**config.mk**
```make
export PLATFORM = sky130hd
export DESIGN_NAME = instr_imm_encoder
export DESIGN_NICKNAME = d
export VERILOG_FILES = /design/src/rtl/instr_imm_encoder.sv
export SDC_FILE = /design/constraint.sdc
export NUM_CORES = 1
export LEC_CHECK = 0
export BUFFER_PORTS_ARGS = -buffer_cell sky130_fd_sc_hd__buf_4
export CAP_MARGIN = 20
export CELL_PAD_IN_SITES_DETAIL_PLACEMENT = 1
export CELL_PAD_IN_SITES_GLOBAL_PLACEMENT = 2
export CORE_MARGIN = 1
export CORE_UTILIZATION = 37
export CTS_BUF_LIST = sky130_fd_sc_hd__clkbuf_2 sky130_fd_sc_hd__clkbuf_4 sky130_fd_sc_hd__clkbuf_8
export CTS_CLUSTER_SIZE = 24
export DETAILED_ROUTE_END_ITERATION = 8
export PLACE_DENSITY = 0.93
export SKIP_CTS_REPAIR_TIMING = 1
export SLEW_MARGIN = 20
export SYNTH_ARGS = -nofsm -noshare
export SYNTH_HDL_FRONTEND = slang
export SYNTH_SLANG_ARGS = --single-unit
export TNS_END_PERCENT = 1
```
**constraint.sdc**
```tcl
create_clock -name clk_i -period 2.74 [get_ports clk_i]
set_input_delay 0.137 -clock clk_i [delete_from_list [all_inputs] [get_ports clk_i]]
set_output_delay 0.137 -clock clk_i [all_outputs]
set_load 0.01 [all_outputs]
```
**src/rtl/instr_imm_encoder.sv**
```systemverilog
`default_nettype none
// ============================================================================
//  Module      : instr_imm_encoder
//  Description : Packs RV32 addi/lw/sw/beq words from register fields and a
//                signed immediate into a 2-entry output FIFO with byte address.
//  Revision    : 1.0 - initial release
// ============================================================================
module instr_imm_encoder #(
  parameter int ADDR_W = 8
) (
  input  logic              clk_i,
  input  logic              rst_i,
  input  logic              start_i,
  input  logic              req_valid_i,
  output logic              req_ready_o,
  input  logic [1:0]        fmt_i,
  input  logic [4:0]        rd_i,
  input  logic [4:0]        rs1_i,
  input  logic [4:0]        rs2_i,
  input  logic [31:0]       imm_i,
  output logic              instr_valid_o,
  input  logic              instr_ready_i,
  output logic [31:0]       instr_o,
  output logic [ADDR_W-1:0] addr_o,
  output logic              err_o
);

  localparam logic [1:0] c_fmt_addi   = 2'd0;
  localparam logic [1:0] c_fmt_lw     = 2'd1;
  localparam logic [1:0] c_fmt_sw     = 2'd2;
  localparam logic [6:0] c_op_imm     = 7'b0010011;
  localparam logic [6:0] c_op_load    = 7'b0000011;
  localparam logic [6:0] c_op_store   = 7'b0100011;
  localparam logic [6:0] c_op_branch  = 7'b1100011;
  localparam logic [2:0] c_f3_word    = 3'b010;
  localparam logic [2:0] c_f3_zero    = 3'b000;
  localparam logic [1:0] c_depth      = 2'd2;
  localparam logic [ADDR_W-1:0] c_addr_step = ADDR_W'(4);

  logic [31:0]       r_mem [2];
  logic              r_wr_ptr;
  logic              r_rd_ptr;
  logic [1:0]        r_count;
  logic [ADDR_W-1:0] r_addr;
  logic              r_err;

  logic [31:0]       w_enc;
  logic              w_imm_ok;
  logic              w_full;
  logic              w_empty;
  logic              w_req_fire;
  logic              w_push;
  logic              w_pop;

  // In range exactly when bits 31..11 are a pure sign extension.
  assign w_imm_ok = (&imm_i[31:11]) | ~(|imm_i[31:11]);

  // beq takes a halfword offset, so imm bit n lands where byte-offset bit n+1 lives.
  always_comb begin
    w_enc = '0;
    case (fmt_i)
      c_fmt_addi: w_enc = {imm_i[11:0], rs1_i, c_f3_zero, rd_i, c_op_imm};
      c_fmt_lw:   w_enc = {imm_i[11:0], rs1_i, c_f3_word, rd_i, c_op_load};
      c_fmt_sw:   w_enc = {imm_i[11:5], rs2_i, rs1_i, c_f3_word, imm_i[4:0], c_op_store};
      default:    w_enc = {imm_i[11], imm_i[9:4], rs2_i, rs1_i, c_f3_zero,
                           imm_i[3:0], imm_i[10], c_op_branch};
    endcase
  end

  assign w_full        = (r_count == c_depth);
  assign w_empty       = (r_count == 2'd0);
  assign req_ready_o   = !w_full && !start_i;
  assign w_req_fire    = req_valid_i && req_ready_o;
  assign w_push        = w_req_fire && w_imm_ok;
  assign instr_valid_o = !w_empty;
  assign w_pop         = instr_valid_o && instr_ready_i;

  assign instr_o = instr_valid_o ? r_mem[r_rd_ptr] : 32'd0;
  assign addr_o  = r_addr;
  assign err_o   = r_err;

  // Head address advances on pop; start_i overrides push and pop.
  always_ff @(posedge clk_i or negedge rst_i) begin
    if (!rst_i) begin
      for (int i = 0; i < 2; i++) begin
        r_mem[i] <= '0;
      end
      r_wr_ptr <= 1'b0;
      r_rd_ptr <= 1'b0;
      r_count  <= 2'd0;
      r_addr   <= '0;
      r_err    <= 1'b0;
    end else if (start_i) begin
      r_wr_ptr <= 1'b0;
      r_rd_ptr <= 1'b0;
      r_count  <= 2'd0;
      r_addr   <= '0;
      r_err    <= 1'b0;
    end else begin
      if (w_push) begin
        r_mem[r_wr_ptr] <= w_enc;
        r_wr_ptr        <= ~r_wr_ptr;
      end
      if (w_pop) begin
        r_rd_ptr <= ~r_rd_ptr;
        r_addr   <= r_addr + c_addr_step;
      end
      r_count <= r_count + {1'b0, w_push} - {1'b0, w_pop};
      if (w_req_fire && !w_imm_ok) begin
        r_err <= 1'b1;
      end
    end
  end

endmodule
`default_nettype wire

```
==> impl_metrics.toml <==
[floorplanning]
start_util_pct = 38.3
die-area_um2 = 9970
die_w_um = 99.8
rows = 35
coreArea_um2 = 9240
die_h_um = 99.8
ios = 97

[timing]
drv_slew = 0
fmax_mhz = 482
finalSetupViolCount = 0
finalHoldViolations = 0
setup_ws_ps = 665
worst_slew_pin_slew_ps = 912
fin_crit_ps = 2070
skew_ps = 6.50
finalCritPeriodShare_pct = 75.7
slew-limit-headroom_pct = 39.2
rsz0062_at_grt = "no"
setup_tns_ps = 0

[critical_path]
ff2ff_path_depth = 9
required_ps = 2970
rr_endpoint = "r_count[1]$_DFF_PN0_"
cp_data_arrival_time_ps = 2300
start_kind = "flop"
crit_type = "reg2reg"
cp-end-kind = "flop"
critPathMaxFanout = 3
r2r_slack_ps = 670
r2r_start = "r_count[1]$_DFF_PN0_"

[routing]
drt_wl_total_um = 8530
wire_per_inst_um = 16.4
drt_iter0_drc = 83
via_per_inst = 4.90
route.detailed.drc = 0
vias = 2551
drtPass1Iterations = 3
ant_nets = 0

[yosys]
async_flop_share_pct = 100
yosysMostFrequentCell = "dfrtp_1"
ys.flop_type = "dfrtp_1"
synth_area_um2 = 3540
yosysUniqueCellTypes = 36
syn_inst = 297
synth_edf_count = 0
synthTopCellsByCount = "65 x dfrtp_1, 47 x nor2_1, 29 x mux2_4"
synth.avg_cell_area_um2 = 11.9
synth_top_cells_by_area = "dfrtp_1 46%, mux2_4 12%, mux2i_1 7.9%, mux2_2 6.4%, nor2_1 5.0%"
ys_seq_area_share_pct = 45.9
ys_warn_count = 0
synth_top_cell_area_share_pct = 45.9
synth_seq_cells = 65
yosys.area.top_type = "dfrtp_1"

[cells_and_area]
fin_nets = 449
antenna_cells = 0
seqCellArea_um2 = 1630
area_growth_pct = 28.5
multiInputGateArea_um2 = 1780
drive_above_1_share_pct = 43.6
nFillCells = 1010

[cts]
tritoncts = "done"
clk_pin_slew_ps = 70
cts_buffers = 9
insertion_delay_ps = 340
clock-sinks = 65
clock-root-buffer = "clkbuf_8"
htree_levels = 3
cts_buffer_depth = 2

[power]
ir_drop_mv = 0.274
leakage_nw = 2.17
p_per_area_nw_per_um2 = 533

[grt]
track_usage_pct = 18.6
grt_pass1_vias = 2862
grt_max_degree = 66
grt_remaining_overflow = 0
antenna_found_initial = 0
grt_pass1_wl_um = 14200

[worst_hold_path]
holdCritStartpoint = "rs1_i[4]"
worstHoldPathCells = 2
min_to = "r_mem[51]$_DFFE_PN0P_"
worst_hold_path_type = "in2reg"

[placed_design]
io_buffers = 90
place_hpwl_um = 5840
gp_congestion = 0.761
dp_slack_ps = 597

[status]
status = "complete, no violations"

[run]
max-cap-violations = 0
==> worst max path at each step <==
stage,start,to,slack [ps],depth (start not counted)
finish,r_count[1]$_DFF_PN0_,r_count[1]$_DFF_PN0_,670,9
CTS,r_count[1]$_DFF_PN0_,r_count[1]$_DFF_PN0_,650,9
floorplan,imm_i[23],r_mem[16]$_DFFE_PN0P_,780,6
global placement,imm_i[23],r_count[1]$_DFF_PN0_,650,10
detailed placement,imm_i[23],r_count[1]$_DFF_PN0_,600,10
global route,r_count[1]$_DFF_PN0_,r_count[1]$_DFF_PN0_,530,9
==> critical path, cell delays in order, from the launching register on <==
cell and delay (ps):
dfrtp_1 410, nor2b_1 170, nor4_1 280, a22oi_1 170, ha_1 340, inv_1 40, ha_1 170, xor2_1 160
xnor2_1 140, nor2_1 60
==> logic make-up after synthesis <==
logic type | synth area share (%)
other | 0.106
XOR/XNOR | 1.98
AO/OA/AOI/OAI | 6.18
multiplexers | 27.5
adder cells (fa/ha/maj) | 2.83
AND/OR/NAND/NOR | 10.9
flip-flops | 45.9
buffers and inverters | 4.56
==> layout make-up <==
class	instances	area share [%]
multi-input cells	209	39.0
flip-flops and latches	65	35.8
repair buffers	96	16.4
clock buffers	14	3.96
well taps	129	3.55
clock inverters	2	0.770
inverters	6	0.495
==> per-layer routing <==
metal  vias to the layer above  share of wire, %  global-route usage (%)
li1                       1212                 -                       -
met1                      1260                43                    22.5
met2                        58                50                    31.8
met3                        21               2.9                    3.20
met4                         0               3.2                    9.84
met5                         -                 0                       0
==> registers in the layout (all words and copies together), names as in the netlist <==
signal	flops
r_mem	54
r_wr_ptr	1
r_count	2
err_o	1
r_rd_ptr	1
addr_o	6
==> report_power, final <==
group | total (W) | leakage, nW | internal [W] | switching [W]
registers | 0.00108 | 0.905 | 0.000982 | 0.0000948
clock network | 0.000866 | 0.114 | 0.000514 | 0.000352
logic | 0.000482 | 1.15 | 0.000224 | 0.000258
==> metrics by stage <==
stage          cell area [µm²]  total power (W)  std cells  hold WS, ps  utilization [%]
5_1_grt                   4550          0.00255        521         30.4             49.2
4_1_cts                   4540          0.00245        520        -87.2             49.1
2_1_floorplan             3560          0.00136        302         -159                -
6_report                  4550          0.00242        521         32.6             49.2
3_5_place_dp              4330          0.00158        504          285             46.8
3_3_place_gp              4330          0.00157        504          277             46.8
==> placed cells by master, fill, tap and decap left out, drive strengths merged, types with 4 or more instances in the layout <==
cell type / instances
buf: 95
inv: 6
nor2: 48
xor2: 4
mux2: 52
nand2: 12
nand4: 5
a221o: 5
a22o: 11
mux2i: 28
clkbuf: 14
conb: 6
xnor2: 4
dfrtp: 65
nor4: 6
ha: 8
Note: power is estimated with default switching activity, not from simulation.
